**src/rtl/vga_plat_timing_gen.sv**
```systemverilog
`default_nettype none
// ============================================================================
// Module   : vga_plat_timing_gen
// Purpose  : VGA timing generator and platform-band renderer for the Ice
//            Climbers display path. It runs on the board clock and
//            generates a pixel clock-enable internally, so there is no
//            divided clock net. It drives hsync/vsync and renders up to
//            NUM_PLAT horizontal colour bands over a background colour.
//
// Ports    : clk50mhz    - board clock (the only clock)
//            reset       - synchronous, active-high
//            plat_start  - band i top line    at [10i+9:10i]
//            plat_end    - band i bottom line at [10i+9:10i] (inclusive)
//            plat_color  - band i colour      at [RGB_W*i +: RGB_W]
//            bg_color    - background colour
//            hsync/vsync - sync outputs, polarity set by HSYNC_POL/VSYNC_POL
//            rgb         - pixel colour, 0 outside the active area
//            pixel_x/y   - coordinates of the pixel currently on rgb
//            video_on    - rgb is inside the active area
//            frame_start - one-clock pulse when the counters wrap to (0,0)
//
// Options  : VGA_PLAT_LATCH_EN - when defined, band and background inputs
//            are captured into shadow registers at each frame wrap, so
//            band changes never tear mid-frame.
//
// Revision : 1.0 - initial release
// ============================================================================
module vga_plat_timing_gen #(
    parameter int H_ACTIVE  = 640,
    parameter int H_FP      = 16,
    parameter int H_SYNC    = 96,
    parameter int H_BP      = 48,
    parameter int V_ACTIVE  = 480,
    parameter int V_FP      = 10,
    parameter int V_SYNC    = 2,
    parameter int V_BP      = 33,
    parameter int HSYNC_POL = 0,
    parameter int VSYNC_POL = 0,
    parameter int CLK_DIV   = 2,
    parameter int RGB_W     = 3,
    parameter int NUM_PLAT  = 4
) (
    input  logic                      clk50mhz,
    input  logic                      reset,
    input  logic [NUM_PLAT*10-1:0]    plat_start,
    input  logic [NUM_PLAT*10-1:0]    plat_end,
    input  logic [NUM_PLAT*RGB_W-1:0] plat_color,
    input  logic [RGB_W-1:0]          bg_color,
    output logic                      hsync,
    output logic                      vsync,
    output logic [RGB_W-1:0]          rgb,
    output logic [9:0]                pixel_x,
    output logic [9:0]                pixel_y,
    output logic                      video_on,
    output logic                      frame_start
);

    localparam int H_TOTAL = H_ACTIVE + H_FP + H_SYNC + H_BP;
    localparam int V_TOTAL = V_ACTIVE + V_FP + V_SYNC + V_BP;
    // Keep the divider at least one bit wide so CLK_DIV=1 still elaborates;
    // the counter then sits at 0 and the enable is high every cycle.
    localparam int DIV_W   = (CLK_DIV > 1) ? $clog2(CLK_DIV) : 1;

    localparam logic [DIV_W-1:0] c_div_last  = DIV_W'(CLK_DIV - 1);
    localparam logic [9:0]       c_h_last    = 10'(H_TOTAL - 1);
    localparam logic [9:0]       c_v_last    = 10'(V_TOTAL - 1);
    // Decode thresholds can reach 1024, so compare on 11 bits.
    localparam logic [10:0]      c_h_active  = 11'(H_ACTIVE);
    localparam logic [10:0]      c_hs_start  = 11'(H_ACTIVE + H_FP);
    localparam logic [10:0]      c_hs_end    = 11'(H_ACTIVE + H_FP + H_SYNC);
    localparam logic [10:0]      c_v_active  = 11'(V_ACTIVE);
    localparam logic [10:0]      c_vs_start  = 11'(V_ACTIVE + V_FP);
    localparam logic [10:0]      c_vs_end    = 11'(V_ACTIVE + V_FP + V_SYNC);
    localparam logic             c_hs_on     = 1'(HSYNC_POL);
    localparam logic             c_vs_on     = 1'(VSYNC_POL);

    logic [DIV_W-1:0] r_div_cnt;
    logic [9:0]       r_h_cnt;
    logic [9:0]       r_v_cnt;

    logic             w_pix_ce;
    logic [10:0]      w_h_ext;
    logic [10:0]      w_v_ext;
    logic             w_active;
    logic             w_hs_act;
    logic             w_vs_act;
    logic             w_frame_wrap;
    logic [NUM_PLAT-1:0] w_hit;
    logic [RGB_W-1:0] w_band_color;
    logic [RGB_W-1:0] w_rgb_next;

    // Sources used for rendering: live inputs or frame-latched shadows.
    logic [NUM_PLAT*10-1:0]    w_src_start;
    logic [NUM_PLAT*10-1:0]    w_src_end;
    logic [NUM_PLAT*RGB_W-1:0] w_src_color;
    logic [RGB_W-1:0]          w_src_bg;

    assign w_pix_ce     = (r_div_cnt == c_div_last);
    assign w_h_ext      = {1'b0, r_h_cnt};
    assign w_v_ext      = {1'b0, r_v_cnt};
    assign w_active     = (w_h_ext < c_h_active) && (w_v_ext < c_v_active);
    assign w_hs_act     = (w_h_ext >= c_hs_start) && (w_h_ext < c_hs_end);
    assign w_vs_act     = (w_v_ext >= c_vs_start) && (w_v_ext < c_vs_end);
    assign w_frame_wrap = (r_h_cnt == c_h_last) && (r_v_cnt == c_v_last);

`ifdef VGA_PLAT_LATCH_EN
    logic [NUM_PLAT*10-1:0]    r_sh_start;
    logic [NUM_PLAT*10-1:0]    r_sh_end;
    logic [NUM_PLAT*RGB_W-1:0] r_sh_color;
    logic [RGB_W-1:0]          r_sh_bg;

    // Shadows load on the same enable that raises frame_start; the pixel
    // rendered on that edge still uses the old set (it is blanking anyway).
    always_ff @(posedge clk50mhz) begin
        if (reset) begin
            r_sh_start <= '1;   // start=1023, end=0: every band disabled
            r_sh_end   <= '0;
            r_sh_color <= '0;
            r_sh_bg    <= '0;
        end else if (w_pix_ce && w_frame_wrap) begin
            r_sh_start <= plat_start;
            r_sh_end   <= plat_end;
            r_sh_color <= plat_color;
            r_sh_bg    <= bg_color;
        end
    end

    assign w_src_start = r_sh_start;
    assign w_src_end   = r_sh_end;
    assign w_src_color = r_sh_color;
    assign w_src_bg    = r_sh_bg;
`else
    assign w_src_start = plat_start;
    assign w_src_end   = plat_end;
    assign w_src_color = plat_color;
    assign w_src_bg    = bg_color;
`endif

    // Band hit depends only on the line; start > end can never satisfy both.
    generate
        for (genvar gi = 0; gi < NUM_PLAT; gi++) begin : g_band
            assign w_hit[gi] = (r_v_cnt >= w_src_start[gi*10 +: 10]) &&
                               (r_v_cnt <= w_src_end[gi*10 +: 10]);
        end
    endgenerate

    // Walk from the highest index down so the lowest hitting band wins.
    always_comb begin
        w_band_color = w_src_bg;
        for (int i = NUM_PLAT - 1; i >= 0; i--) begin
            if (w_hit[i]) begin
                w_band_color = w_src_color[i*RGB_W +: RGB_W];
            end
        end
    end

    assign w_rgb_next = w_active ? w_band_color : '0;

    always_ff @(posedge clk50mhz) begin
        if (reset) begin
            r_div_cnt   <= '0;
            r_h_cnt     <= '0;
            r_v_cnt     <= '0;
            hsync       <= ~c_hs_on;
            vsync       <= ~c_vs_on;
            rgb         <= '0;
            pixel_x     <= '0;
            pixel_y     <= '0;
            video_on    <= 1'b0;
            frame_start <= 1'b0;
        end else begin
            r_div_cnt   <= w_pix_ce ? '0 : r_div_cnt + 1'b1;
            // Cleared every clock so the pulse is one board cycle wide even
            // when the pixel rate is slower than the clock.
            frame_start <= 1'b0;
            if (w_pix_ce) begin
                // Outputs take the decode of the pre-advance counters.
                hsync       <= w_hs_act ? c_hs_on : ~c_hs_on;
                vsync       <= w_vs_act ? c_vs_on : ~c_vs_on;
                rgb         <= w_rgb_next;
                pixel_x     <= r_h_cnt;
                pixel_y     <= r_v_cnt;
                video_on    <= w_active;
                frame_start <= w_frame_wrap;
                if (r_h_cnt == c_h_last) begin
                    r_h_cnt <= '0;
                    r_v_cnt <= (r_v_cnt == c_v_last) ? 10'd0 : r_v_cnt + 10'd1;
                end else begin
                    r_h_cnt <= r_h_cnt + 10'd1;
                end
            end
        end
    end

endmodule
`default_nettype wire

```
**config.mk**
```make
export PLATFORM = sky130hd
export DESIGN_NAME = vga_plat_timing_gen
export DESIGN_NICKNAME = d
export VERILOG_FILES = /design/src/rtl/vga_plat_timing_gen.sv
export SDC_FILE = /design/constraint.sdc
export NUM_CORES = 1
export LEC_CHECK = 0
export ABC_AREA = 1
export CORE_MARGIN = 2
export CORE_UTILIZATION = 53
export DETAILED_ROUTE_END_ITERATION = 8
export HOLD_SLACK_MARGIN = 0.06
export PLACE_DENSITY = 0.95
export REMOVE_ABC_BUFFERS = 1
export SETUP_SLACK_MARGIN = 0.1
export SYNTH_ARGS = -nofsm -noshare
export SYNTH_HDL_FRONTEND = slang
export SYNTH_SLANG_ARGS = --single-unit
```
**constraint.sdc**
```tcl
create_clock -name clk50mhz -period 5.9 [get_ports clk50mhz]
set_clock_uncertainty 0.1 [all_clocks]
set_input_delay 1.475 -clock clk50mhz [delete_from_list [all_inputs] [get_ports clk50mhz]]
set_output_delay 1.475 -clock clk50mhz [all_outputs]
set_load 0.01 [all_outputs]
```
==> flow_summary.ini <==
[global_route]
grt-ovfl-total = 0
grt_pass1_vias = 4757
grt_first_pass_wirelength_mm = 20.9
antenna_found_initial = 0
gr-usage-all-layers = 0.296
grt_max_degree = 21

[sta]
relSlewSlack = 0.494
final-max-slew-violation-count = 0
holdWs_ns = 0.357
rsz0062_at_grt = false
hold_viol = 0
fin_tns_setup_ns = 0
worst-slew-pin-transition_ns = 0.757
clock.fmax_mhz = 297
post-route-period-util = 0.570
fin_crit_ns = 3.36
fin_ws_ns = 2.54
finalSetupViolations = 0

[cts]
clkLatencyLatePin_ns = 0.30
numCtsBuffers = 5
cts.reportedPaths.clkPinSlew_ns = 0.09
cts.htree.levels = 2
post_cts_resized = 0
post_cts_buffers = 0
cts_sinks = 48
tritoncts = done
cts_buffer_depth = 2
cts_hold_buffers = 0
cts-root-buf = clkbuf_8

[worst_setup_path]
required_ns = 6.05
crit_fanout = 4
max_stage_delay_ns = 0.45
rr_worst_depth = 13
cp_num_cells = 15
slowest_stage = clkdlybuf4s50_1
crit_arrival_ns = 3.52
endpoint_kind = register
critical_path.top_delay_family = simple AND/OR/NAND/NOR gates
path_cells = clkdlybuf4s50_1 > inv_1 > ha_1 > nand2_1 > inv_1 > nand3_1 > a21oi_1 > nor2_1 > o21ai_0 > nand2_1 > nand2_1 > nand3_1 > nand2_1 > nand2_1 > nand2_1
critPathLaunchType = input pin
cp_common_cell = nand2_1
critPathKind = in -> reg
critPathBufInv = 3

[pwr]
power_w = 0.000678
cellPowerDensity_nw_per_um2 = 119
irDropWorstVdd_mv = 0.169
leakage_nw = 2.89

[drt]
postRouteAntennaNets = 0
wl_per_cell_um = 14.9
route.detailed.drc = 0
post_drt_via_cell_ratio = 5.37
drt_wl_total_mm = 12.8
vias = 4620
dr.pass1.iters = 5
first_iter_violations = 324

[hold_path]
worstHoldPathCells = 2
hp-class = reg -> reg

[cells_and_area]
n_fill_cell = 581
num_antenna_cells = 0
fin_nets = 939
drive_gt1_frac = 0.0290
areaGrowthSynthToFinish_pct = 33.9
fin_area_um2 = 5690

[placement]
globalplace.congestion = 0.919
dpl.hpwl_mm = 10.2
place.port_buffers = 123
placed_area_um2 = 5600
dp_worst_setup_slack_ns = 2.22

[floorplanning]
ioPinCount = 124
die_area_um2 = 8750
die_h_um = 93.6
core_area_um2 = 7770
start_util = 0.547
rows = 32
fp.dieW_um = 93.6

[yosys]
synth_warnings = 0
synth_area_per_cell_um2 = 6.74
synth_cell_type_count = 32
ys_seq_elements = 48
netlist_instances = 631
syn_area_um2 = 4250
ys_seq_area_frac = 0.226

[outcome]
status = complete, no violations

[run]
drv_cap = 0
[registers in the layout (all words and copies together) (netlist names)]
signal / flops
frame_start: 1
hsync: 1
pixel_x: 10
pixel_y: 10
r_div_cnt: 1
r_h_cnt: 10
r_v_cnt: 10
rgb: 3
video_on: 1
vsync: 1
[path summary, 6_finish.rpt]
kind / startpoint / end / slack (ns)
hold reg to reg: pixel_y[1]$_SDFFE_PP0P_ / pixel_y[1]$_SDFFE_PP0P_ / 0.36
setup reg to reg: r_v_cnt[3]$_SDFFE_PP0P_ / rgb[1]$_SDFFE_PP0P_ / 3.41
hold / removal: pixel_y[1]$_SDFFE_PP0P_ / pixel_y[1]$_SDFFE_PP0P_ / 0.36
setup / recovery: plat_start[25] / rgb[1]$_SDFFE_PP0P_ / 2.54
[logic make-up after synthesis]
family | synth area share
compound gates | 0.110
xor+xnor | 0.0103
fa+ha+maj | 0.247
buf+inv | 0.125
flops | 0.226
simple gates | 0.281
[worst min-delay path: stages, from the launching register on]
cell	delay [ns]
dfxtp_1	0.31
nand2_1	0.06
nand2_1	0.05
[routing by layer]
metal	GRT usage	vias to the layer above	routed length, um
met2	0.532	184	6240
met5	0	-	0
met4	0.141	0	506
met3	0.0540	50	976
li1	-	2292	-
met1	0.337	2094	5050
[placed cells by master (no fill, tap or decap), drive strengths merged, types with 10 or more instances in the layout]
| cell type | netlist | routed |
|---|---|---|
| nand3 | 25 | 25 |
| nand4 | 10 | 10 |
| clkdlybuf4s50 | 0 | 123 |
| nor3 | 13 | 13 |
| nand2 | 150 | 150 |
| a21oi | 32 | 32 |
| dfxtp | 48 | 48 |
| nor2 | 53 | 53 |
| inv | 138 | 138 |
| o21ai | 35 | 35 |
| ha | 84 | 84 |
[cell usage after synthesis]
master,instances,area share
nand4_2,1,0.0029
o21bai_1,1,0.0018
o2111ai_1,3,0.0062
inv_1,135,0.12
nand2_2,3,0.0044
o21ai_0,35,0.041
a31oi_1,1,0.0015
nand2_1,147,0.13
a211oi_1,2,0.0035
nand3_1,24,0.028
o211ai_1,4,0.0071
clkbuf_1,4,0.0035
nand4_1,9,0.013
o21a_1,4,0.0071
nor2_1,52,0.046
o32a_1,1,0.0024
xor2_1,5,0.010
nand3b_1,7,0.012
o22ai_1,1,0.0015
nand3_2,1,0.0024
nor3b_1,1,0.0018
nor3b_2,1,0.0029
nor3_2,2,0.0047
nor3_1,10,0.012
nor3_4,1,0.0038
ha_1,84,0.25
nor4_1,7,0.010
nor4_4,1,0.0050
nor2_2,1,0.0015
inv_2,3,0.0026
dfxtp_1,48,0.23
a21oi_1,32,0.038
[final cells by class]
type                            count  area (um2)  area share
Multi-Input combinational cell    441        2760       0.484
Clock inverter                      1        8.76     0.00154
Inverter                          138         518      0.0910
Sequential cell                    48         961       0.169
Clock buffer                        6        82.6      0.0145
Tap cell                          102         128      0.0224
Timing Repair Buffer              124        1240       0.218
[stage by stage]
stage	util	std cells
final	0.733	860
after global routing	0.733	860
after CTS	0.733	860
after detailed placement	0.721	853
after global placement	0.721	853
after floorplan	-	627
[report_power, final]
part / total [W] / switching [W] / internal [W] / leakage, nW
Clock: 0.000200 / 0.000107 / 0.0000935 / 0.0473
Sequential: 0.000332 / 0.00000358 / 0.000328 / 0.388
Combinational: 0.000146 / 0.0000617 / 0.0000842 / 2.45
(Power assumes the default switching activity.)
